--- src/rtl/user_io_adder.sv ---
// -----------------------------------------------------------------------------
// user_io_adder
//
// Wishbone-mapped adder peripheral for the Caravel user project area.
// Firmware writes an 8-bit operand A (OPA).
// A 2-bit operand B arrives on mprj_io[3:2] and is synchronised before use.
// The 9-bit sum is kept in RESULT, and its low two bits drive mprj_io[1:0].
// mprj_io[4] is an external clear pin.
//
// Optional feature: define ADD_OVF_IRQ_EN to enable the sticky overflow flag.
// The flag is STATUS bit3 and is cleared by writing 1 to it (W1C).
// With the flag enabled, user_irq = OVF & CTRL.en.
// Without ADD_OVF_IRQ_EN, STATUS bit3 reads 0 and user_irq is held at 0.
//
// Register map (offset = wbs_adr_i[3:2]):
//   0x0 CTRL    RW  bit0 en (reset 1)
//   0x4 OPA     RW  [7:0]
//   0x8 RESULT  RO  [8:0]
//   0xC STATUS  RO  [2:0] = {clr_s, B_s}, bit3 = OVF (W1C)
//
// Ports:
//   wb_clk_i   system clock, all logic on the rising edge
//   wb_rst_i   synchronous active-high reset
//   wbs_*      Wishbone slave: cyc, stb, we, sel[3:0], adr[31:0], dat_i[31:0],
//              ack_o, dat_o[31:0]
//   io_in[4:0]  pad inputs: [4] clr, [3:2] operand B, [1:0] unused
//   io_out[4:0] pad outputs: [1:0] sum[1:0], [4:2] tied 0
//   io_oeb[4:0] output enables (active low), constant 5'b11100
//   user_irq    overflow interrupt
// -----------------------------------------------------------------------------
module user_io_adder #(
    parameter logic [31:0] BASE_ADDR = 32'h3000_0000
) (
    input  logic        wb_clk_i,
    input  logic        wb_rst_i,
    input  logic        wbs_cyc_i,
    input  logic        wbs_stb_i,
    input  logic        wbs_we_i,
    input  logic [3:0]  wbs_sel_i,
    input  logic [31:0] wbs_adr_i,
    input  logic [31:0] wbs_dat_i,
    output logic        wbs_ack_o,
    output logic [31:0] wbs_dat_o,
    input  logic [4:0]  io_in,
    output logic [4:0]  io_out,
    output logic [4:0]  io_oeb,
    output logic        user_irq
);

    localparam logic [1:0] OFS_CTRL   = 2'd0;
    localparam logic [1:0] OFS_OPA    = 2'd1;
    localparam logic [1:0] OFS_RESULT = 2'd2;
    localparam logic [1:0] OFS_STATUS = 2'd3;

    // Two-stage synchroniser for the pins {clr, B[1:0]}.
    logic [2:0]  sync1_r;
    logic [2:0]  sync2_r;
    logic        clr_s;
    logic [1:0]  b_s;

    logic        ctrl_en_r;
    logic [7:0]  opa_r;
    logic [8:0]  result_r;
    logic [1:0]  io_out_r;
    logic        ack_r;
    logic [31:0] dat_r;
    logic        ovf_r;
    logic        irq_r;

    logic        hit_s;
    logic        accept_s;
    logic        wr_s;
    logic        w1c_s;
    logic [31:0] rd_data_s;
    logic        ctrl_en_nxt_s;
    logic [7:0]  opa_nxt_s;
    logic [8:0]  result_nxt_s;
    logic [1:0]  io_out_nxt_s;
    logic        ovf_nxt_s;
    logic        unused_s;

    assign clr_s = sync2_r[2];
    assign b_s   = sync2_r[1:0];

    // Bits with no function in this peripheral; the XOR only collects them.
    assign unused_s = ^{wbs_adr_i, wbs_sel_i, wbs_dat_i, io_in};

    // Wishbone decode.
    // The access is accepted only when no ack is pending, so a held
    // request is acknowledged every other cycle.
    always_comb begin
        hit_s    = wbs_cyc_i & wbs_stb_i & (wbs_adr_i[31:4] == BASE_ADDR[31:4]);
        accept_s = hit_s & ~ack_r;
        wr_s     = accept_s & wbs_we_i;
        w1c_s    = 1'b0;
        if (wr_s && (wbs_adr_i[3:2] == OFS_STATUS) && wbs_sel_i[0]) begin
            w1c_s = wbs_dat_i[3];
        end else begin
            w1c_s = 1'b0;
        end
    end

    // Next values of the register file and the datapath.
    // The sum uses the current opa_r, so an OPA write in the same cycle is
    // seen by the adder one cycle later.
    always_comb begin
        ctrl_en_nxt_s = ctrl_en_r;
        opa_nxt_s     = opa_r;
        if (wr_s && (wbs_adr_i[3:2] == OFS_CTRL) && wbs_sel_i[0]) begin
            ctrl_en_nxt_s = wbs_dat_i[0];
        end else begin
            ctrl_en_nxt_s = ctrl_en_r;
        end
        if (wr_s && (wbs_adr_i[3:2] == OFS_OPA) && wbs_sel_i[0]) begin
            opa_nxt_s = wbs_dat_i[7:0];
        end else begin
            opa_nxt_s = opa_r;
        end
        if (clr_s) begin
            result_nxt_s = 9'd0;
            io_out_nxt_s = 2'b00;
        end else begin
            result_nxt_s = {1'b0, opa_r} + {7'd0, b_s};
            io_out_nxt_s = ctrl_en_r ? result_r[1:0] : 2'b00;
        end
`ifdef ADD_OVF_IRQ_EN
        // A set in the same cycle as a W1C clear wins.
        ovf_nxt_s = result_nxt_s[8] | (ovf_r & ~w1c_s);
`else
        ovf_nxt_s = 1'b0;
`endif
    end

    // Read data multiplexer.
    always_comb begin
        rd_data_s = 32'd0;
        case (wbs_adr_i[3:2])
            OFS_CTRL:   rd_data_s = {31'd0, ctrl_en_r};
            OFS_OPA:    rd_data_s = {24'd0, opa_r};
            OFS_RESULT: rd_data_s = {23'd0, result_r};
            OFS_STATUS: rd_data_s = {28'd0, ovf_r, clr_s, b_s};
            default:    rd_data_s = 32'd0;
        endcase
    end

    // Pin synchroniser.
    always_ff @(posedge wb_clk_i) begin
        if (wb_rst_i) begin
            sync1_r <= 3'b000;
            sync2_r <= 3'b000;
        end else begin
            sync1_r <= io_in[4:2];
            sync2_r <= sync1_r;
        end
    end

    // Register file, datapath, output register and interrupt.
    always_ff @(posedge wb_clk_i) begin
        if (wb_rst_i) begin
            ctrl_en_r <= 1'b1;
            opa_r     <= 8'h00;
            result_r  <= 9'd0;
            io_out_r  <= 2'b00;
            ovf_r     <= 1'b0;
            irq_r     <= 1'b0;
        end else begin
            ctrl_en_r <= ctrl_en_nxt_s;
            opa_r     <= opa_nxt_s;
            result_r  <= result_nxt_s;
            io_out_r  <= io_out_nxt_s;
            ovf_r     <= ovf_nxt_s;
            irq_r     <= ovf_nxt_s & ctrl_en_nxt_s;
        end
    end

    // Wishbone response.
    // The ack lasts one cycle. Read data is driven only while ack is high.
    always_ff @(posedge wb_clk_i) begin
        if (wb_rst_i) begin
            ack_r <= 1'b0;
            dat_r <= 32'd0;
        end else begin
            ack_r <= accept_s;
            if (accept_s && !wbs_we_i) begin
                dat_r <= rd_data_s;
            end else begin
                dat_r <= 32'd0;
            end
        end
    end

    assign wbs_ack_o = ack_r;
    assign wbs_dat_o = dat_r;
    assign io_out    = {3'b000, io_out_r};
    assign io_oeb    = 5'b11100;
    assign user_irq  = irq_r;

endmodule

--- config.mk ---
export PLATFORM = sky130hd
export DESIGN_NAME = user_io_adder
export DESIGN_NICKNAME = d
export VERILOG_FILES = /design/src/rtl/user_io_adder.sv
export SDC_FILE = /design/constraint.sdc
export NUM_CORES = 1
export LEC_CHECK = 0
export BUFFER_PORTS_ARGS = -buffer_cell sky130_fd_sc_hd__buf_2
export CAP_MARGIN = 5
export CORE_ASPECT_RATIO = 2
export CORE_UTILIZATION = 35
export CTS_CLUSTER_DIAMETER = 200
export CTS_CLUSTER_SIZE = 14
export DETAILED_ROUTE_END_ITERATION = 8
export GPL_TIMING_DRIVEN = 0
export PLACE_DENSITY = 0.69
export SKIP_CTS_REPAIR_TIMING = 1
export SLEW_MARGIN = 30
export SYNTH_ARGS = -nofsm -noshare
export SYNTH_HDL_FRONTEND = slang
export SYNTH_SLANG_ARGS = --single-unit
--- constraint.sdc ---
create_clock -name wb_clk_i -period 1.8 [get_ports wb_clk_i]
set_input_delay 0.18 -clock wb_clk_i [delete_from_list [all_inputs] [get_ports wb_clk_i]]
set_output_delay 0.18 -clock wb_clk_i [all_outputs]
set_load 0.02 [all_outputs]
Word level (Yosys, flattened, before mapping):

Index checks and enable logic that the tools add are counted.

* $add $sub $neg: 1
* equality and inequality tests: 4
* mux-type cells: 1
* bitwise logic cells: 7
* reductions and logical operators: 10

Operators with widths (count)
* $pmux W32 S4: 1
* $eq A28 B26 Y1 const B: 1
* $add A8 B2 Y9: 1
* $logic_and A1 B1 Y1: 5
* $and A1 B1 Y1: 4
* $eq A2 B2 Y1 const B: 2
* $reduce_or A2 Y1: 2
* $not A1 Y1: 3
* $reduce_or A3 Y1: 1
* $eq A2 B1 Y1 const B: 1
* $logic_not A2 Y1: 1
* $logic_not A1 Y1: 1

* register bits after elaboration: 59
* logic and storage cells: 31

Longest topological paths before layout:

Gate-level depths: netlist of the first run.

* word-level depth: 6
* gate-level depth with buffers: 7
* mapped depth without buffers: 7

Worst setup path before layout of the first run:

Ideal clock, no wire load.

* path kind: reg2reg
* start point: register ack_r (netlist: wbs_ack_o)
* end point: register opa_r[0]
* arrival time: 1.518 ns
* path slack: 0.210 ns
* cell stages (with the launch flop): 5
* buffers on the path: 0
* clock period less this slack: 1.590 ns
* cell sequence: dfxtp_1 nor4_2 nand4_2 nor4_4 mux2i_1

* longest elaborated chain between the ends: 5

Ends and longest elaborated chain
* start, declared: RTL line 65 `logic ack_r;`
* start signal, assigned: RTL line 183 `ack_r <= accept_s;`
* $not A1 Y1: RTL line 93 `accept_s = hit_s & ~ack_r;`
* $and A1 B1 Y1: RTL line 93
* $and A1 B1 Y1: RTL line 94 `wr_s = accept_s & wbs_we_i;`
* $logic_and A1 B1 Y1 (2 in a row): RTL line 114 `if (wr_s && (wbs_adr_i[3:2] == OFS_OPA) && wbs_sel_i[0]) begin`
* end signal, assigned: RTL line 168 `opa_r <= opa_nxt_s;`
* end, declared: RTL line 62 `logic [7:0] opa_r;`

No other way between the ends.
A chain may end at the register's enable or synchronous reset.

Final worst setup path of the first run:

* start point: register opa_r[0]
* end point: register result_r[6]

* longest elaborated chain between the ends: 1

Ends and longest elaborated chain
* $add A8 B2 Y9: RTL line 123 `result_nxt_s = {1'b0, opa_r} + {7'd0, b_s};`
* end signal, assigned: RTL line 169 `result_r <= result_nxt_s;`
* end, declared: RTL line 63 `logic [8:0] result_r;`

No other way between the ends.

==> summary.md, run 1 <==
| Metric | Value |
|---|---|
| Grt ovf | 0 |
| RSZ-0062 raised after global routing | no |
| Antenna diodes | 0 |
| Starting DRT DRC Count | 16 |
| Post-route cell area | between 0.002 and 0.0025 mm² |
| DR vias/cell | approximately 4.4 |
| Final Non-Filler Cells | around 340 |
| Die outline width | roughly 53 µm |
| Fillers | between 500 and 600 |
| CTS tree | yes |
| Hold/Removal Path Class | in -> reg |
| Synth area leader | dfxtp_1 |
| First-pass GRT wire length | 5570 µm |
| Ys async rst share | 0% |
| Drt first pass iters | 4 |
| Buffers on Ports | 57 |
| Placed wire-length estimate | about 2900 µm |
| # rows | 36 |
| Fmax | 0.597 GHz |
| Vias in the first global route | ~1400 |
| Period utilization | between 90% and 100% |
| Reg area | between 700 and 800 µm² |
| Mean Syn Cell Area | 9.71 µm² |
| Warnings, synthesis | 0 |
| FF-to-FF Start | opa_r[0] |
| Num CTS Buffers | 5 |
| P per Cell Area | 667 mW/mm² |
| Cell Area, Synth | about 0.0018 mm² |
| Final hold viol count | 0 |
| Footprint of the multi-input gates | approximately 900 µm² |
| Endpoint class of the critical path | flip-flop |
| Die H | roughly 100 µm |
| Register clock-pin slew on the reported worst setup and hold paths | roughly 70 ps |
| Critical path required time | 1970 ps |
| Status | finished, final reports clean |
| Htree depth | 2 |
| Setup crit start | opa_r[0] |
| Root Buffer | clkbuf_8 |
| Top cell type's share of synthesized area | about two fifths |
| PnR Total Power | 1570 µW |
| Slew Limit Fails | 0 |
| Crit-path max FO | 4 |
| Routed Antenna Nets | 0 |
| Top FF cell, synth | dfxtp_1 |
| Vias | 1466 |
| Total track usage | 14.1% |
| Initial antenna violation count | 0 |
| WHS | between 100 and 150 ps |
| Gp weighted congestion | between 0.7 and 0.8 |
| Post-synthesis register bit count | 36 |
| Clk Latency, worst-skew pair | ~280 ps |
| EDFF count, synth | 0 |
| R2r setup slk | about 120 ps |
| Final Util | between 40% and 50% |
| Maximum root-to-sink buffer count | 2 |
| IO Pins | roughly 120 |
| Synth-to-layout area growth | 31.8% |
| Max Cap Viol | 0 |
| Count of final setup violators | 0 |
| Max IR drop VDD | 0.000465 V |
| Mapped Cells | 184 |
| Period minus WS final | between 1500 and 2000 ps |
| Final layout net count | 361 |
| Total routed wirelength | 3390 µm |
| Cells after DPL | between 300 and 400 |
| Distinct cells, synth | 35 |
| R2R Path End | result_r[6] |
| Sequential fraction of the synthesis area | slightly above 40% |
| Reg2Reg Depth | 7 |
| Worst Path Arrival | 1840 ps |
| CP Capture Point | result_r[6] |
| Placed cell areas | 0.00226 mm² |
| P_leak | 0.00109 µW |
| Critical path launch point type | flip-flop |
| Largest net degree at the start of global routing | 12 |
| Placeable Area | approximately 0.0049 mm² |
| Share of layout cells above drive strength 1 | approximately two fifths |
| Critical path type | reg -> reg |
| Die area | approximately 0.0054 mm² |
| Setup Skew | roughly 2.7 ps |
| Post-route DRC violation count | 0 |
| Wire per inst | roughly 10 µm |
| CTS sink cnt | 36 |
| Initial Utilization | between 30% and 40% |
| Area contributors post-synth | dfxtp_1, buf_4, nand2b_1 |
flip-flops by register name (all words and copies together) (netlist names):
register and cells:
result_r 9, wbs_dat_o 9, opa_r 8, sync1_r 3, sync2_r 3, io_out_r 2
ctrl_en_r 1, wbs_ack_o 1
metrics by stage:
stage	TNS (ps)	setup slack (ps)
2_1_floorplan	0	210
3_3_place_gp	-542	-72.5
3_5_place_dp	-731	-99.6
4_1_cts	0	28.0
5_1_grt	0	36.2
6_report	0	125
per-layer routing:
layer  up-vias  GRT usage [%]  part of all wire (%)
met5         -              0                     0
met4         0           9.51                   3.3
met3         8           3.10                   8.0
met2        79           26.4                    57
met1       641           12.7                    32
li1        738              -                     -
critical path, stage by stage, from the launching register on:
cell and delay (ps):
dfxtp_1 360, ha_1 180, inv_1 60, fa_1 390, nor2b_2 220, nand4_1 140
xor2_1 160, nor2_1 50
placed cells by master, fill, tap and decap left out, drive strengths merged:
cell      instances
a21oi             1
a22oi             7
and2              1
and2b             1
and3              2
and3b             1
and4bb            1
buf              91
clkbuf           11
clkinv            1
clkinvlp          1
conb             32
dfxtp            36
fa                1
ha                2
inv               4
mux2              1
mux2i             9
mux4              1
nand2             3
nand2b           16
nand3             2
nand4             4
nand4b            1
nor2             19
nor2b            11
nor3              3
nor3b             1
nor4              7
nor4b             1
o21ai             1
or2               1
or4               1
xnor2             2
xor2              3
Yosys cell counts, types with 3 or more instances:
master,count
xor2_1,3
nor3_1,3
dfxtp_1,36
nand2_1,3
clkbuf_1,6
nor2b_1,11
buf_4,32
nand2b_1,16
nor2_1,19
a22oi_1,7
mux2i_1,9
nor4_2,5
inv_1,4
kinds of logic after synthesis:
| kind of cell | synth area share, % |
|---|---|
| flops | 40.3 |
| simple gates | 28.3 |
| mux | 6.93 |
| xor+xnor | 2.45 |
| compound gates | 3.50 |
| fa+ha+maj | 2.52 |
| other cells | 0.420 |
| buf+inv | 15.5 |
final cells by class:
type | count | area share [%]
multi-input cells | 136 | 38.4
flip-flops and latches | 36 | 30.6
repair buffers | 59 | 12.8
plain buffers | 38 | 11.2
well taps | 57 | 3.03
clock buffers | 5 | 2.92
inverters | 4 | 0.638
clock inverters | 2 | 0.531
how the worst min path moves through the flow:
| stage | cells past startpoint | start | to | slack [ps] |
|---|---|---|---|---|
| after detailed placement | 2 | io_in[2] | sync1_r[0] | 390 |
| final | 2 | io_in[4] | sync1_r[2] | 100 |
| after CTS | 2 | io_in[2] | sync1_r[0] | 100 |
| after global placement | 2 | io_in[3] | sync1_r[1] | 390 |
| after global routing | 2 | io_in[3] | sync1_r[1] | 110 |
| after floorplan | 1 | io_in[2] | sync1_r[0] | 310 |
where the power goes:
group / leakage, µW / internal, µW / switching (µW)
registers: 0.000291 / 804 / 3.65
clock network: 0.0000400 / 261 / 270
logic: 0.000761 / 109 / 121
(Power assumes the default switching activity.)
==> run 2, diff against run 1 <==
- GPL_TIMING_DRIVEN: 0 -> 1
==> run 2 against run 1 <==
  * First-iteration DRC count increased by 38%
  * Design area decreased by 9.5%
  * Critical path depth unchanged
  * Critical endpoint unchanged
==> summary.md, run 2 (synthesized netlist as in run 1, its figures left out) <==
| Metric | Value |
|---|---|
| Clock power share | a little under two fifths |
| IO Pins | 122 |
| Status | finished, final reports clean |
| CP Buf/Inv Count | 1 |
| Worst slew pin tran | approximately 560 ps |
| Placed wire-length estimate | around 2600 µm |
| Critical path launch point type | flip-flop |
| P per Cell Area | 735 mW/mm² |
| Antenna diodes | 0 |
| Routed Antenna Nets | 0 |
| R2R Path End | result_r[6] |
| Buffers on Ports | 58 |
| PnR Total Power | around 1600 µW |
| Final layout net count | about 330 |
| Grt ovf | 0 |
| Htree depth | 2 |
| Worst Path Arrival | approximately 1900 ps |
| Hold-critical path depth | 2 |
| Register clock-pin slew on the reported worst setup and hold paths | 70 ps |
| Crit-path cells | ha_1 > inv_1 > fa_1 > nor2b_1 > nand4_1 > xor2_1 > nor2_1 |
| Crit-path max FO | 3 |
| Initial antenna violation count | 0 |
| Max incr delay on CP | ~380 ps |
| Most frequent cells in the layout | buf_2, dfxtp_1, conb_1 |
| Worst Hold Path EP | sync1_r[1] |
| CTS sink cnt | 36 |
| Max Cap Viol | 0 |
| Wire per inst | between 10 and 15 µm |
| Hold/Removal Path Class | in -> reg |
| Total routed wirelength | ~3100 µm |
| Slew Limit Fails | 0 |
| FF-to-FF Start | opa_r[0] |
| Period minus WS final | roughly 1700 ps |
| Starting DRT DRC Count | 22 |
| Internal power | approximately 1200 µW |
| Top Family by Delay on Critical Path | adder cells |
| Placeable Area | approximately 0.0049 mm² |
| # rows | 36 |
| Post-route DRC violation count | 0 |
| Endpoint class of the critical path | flip-flop |
| Max IR drop VDD | about 0.00038 V |
| Vias | about 1400 |
| Die area | around 0.0054 mm² |
| First-pass GRT wire length | 5040 µm |
| Clk Latency, worst-skew pair | ~290 ps |
| Share of layout cells above drive strength 1 | 32.5% |
| Total net switching power | 386 µW |
| Count of final setup violators | 0 |
| Largest net degree at the start of global routing | 23 |
| Final hold viol count | 0 |
| Critical path type | reg -> reg |
| Synth-to-layout area growth | 19.3% |
| P_leak | approximately 0.00094 µW |
| Root Buffer | clkbuf_8 |
| Hold path start | io_in[3] |
| DR vias/cell | approximately 4.5 |
| Maximum root-to-sink buffer count | 2 |
| Drt first pass iters | 4 |
| RSZ-0062 raised after global routing | no |
| CTS tree | yes |
| Reg2Reg Depth | 7 |
| Critical path required time | 1980 ps |
| Initial Utilization | 36.4% |
| Fmax | approximately 0.6 GHz |
| Gp weighted congestion | about 0.73 |
| Most common cell after layout, fill and taps aside | buf_2 |
| Net Sw Frac | around a quarter |
| Setup TNS | 0 ps |
| Setup Skew | between 4 and 5 ps |
| Period utilization | a little over nine tenths |
| Combinational share of power | between 10 and 15% |
| Relative slew slack | a little over three fifths |
| Total track usage | approximately an eighth |
| Die outline width | approximately 53 µm |
| Seq pwr share | 51.6% |
| Die H | between 100 and 150 µm |
| CP max-delay cell | fa_1 |
| Vias in the first global route | 1255 |
| Num CTS Buffers | 5 |
| R2r setup slk | ~110 ps |
[run 2: worst max path at each step]
| stage | start | endpoint | slack [ps] | depth (start not counted) |
|---|---|---|---|---|
| after CTS | opa_r[0] | result_r[6] | 110 | 7 |
| after global routing | opa_r[0] | result_r[6] | 30 | 7 |
| final | opa_r[0] | result_r[6] | 110 | 7 |
| after floorplan | wbs_ack_o | opa_r[0] | 210 | 4 |
| after detailed placement | wbs_adr_i[21] | wbs_dat_o[4] | 70 | 5 |
| after global placement | wbs_adr_i[21] | wbs_dat_o[0] | 70 | 5 |
[run 2: stage by stage]
step | setup slack, ps | util [%] | std cells | instance area, µm² | hold slack, ps
2_1_floorplan | 210 | - | 214 | 1900 | 308
3_3_place_gp | 71.5 | 41.6 | 295 | 2040 | 386
3_5_place_dp | 66.6 | 41.6 | 295 | 2040 | 396
4_1_cts | 106 | 43.4 | 303 | 2130 | 94.8
5_1_grt | 26.2 | 43.4 | 303 | 2130 | 125
6_report | 110 | 43.4 | 303 | 2130 | 98.5
[run 2: power by group through the flow]
stage | logic (µW) | registers [µW] | clock network (µW)
after floorplan | 160 | 825 | 0
after global placement | 172 | 826 | 0
after detailed placement | 176 | 826 | 0
after CTS | 176 | 808 | 600
after global routing | 194 | 808 | 629
final | 174 | 808 | 584
[run 2: layout make-up]
type / count / area, µm²
tap: 57 / 71.3
timing repair buffer: 62 / 333
fill: 510 / 2780
clock buffer: 8 / 90.1
inverter: 4 / 15.0
sequential: 36 / 721
multi-input combinational: 136 / 901
[run 2: worst register-to-register path, delay by kind of cell (launching register included)]
kind / cells / cell delay, ps
adders and majority gates: 2 / 560
xor gates and xnor gates: 1 / 150
buffers and inverters: 1 / 60
DFF: 1 / 360
and+or+nand+nor: 3 / 470
[run 2: per-layer routing]
metal	routed length [µm]	up-vias	global-route usage [%]	share of wire (%)
met5	0	-	0	0
met4	112	0	10.3	3.6
met3	235	8	2.95	7.5
met2	1730	75	24.6	55
met1	1060	599	10.9	34
li1	-	671	-	-
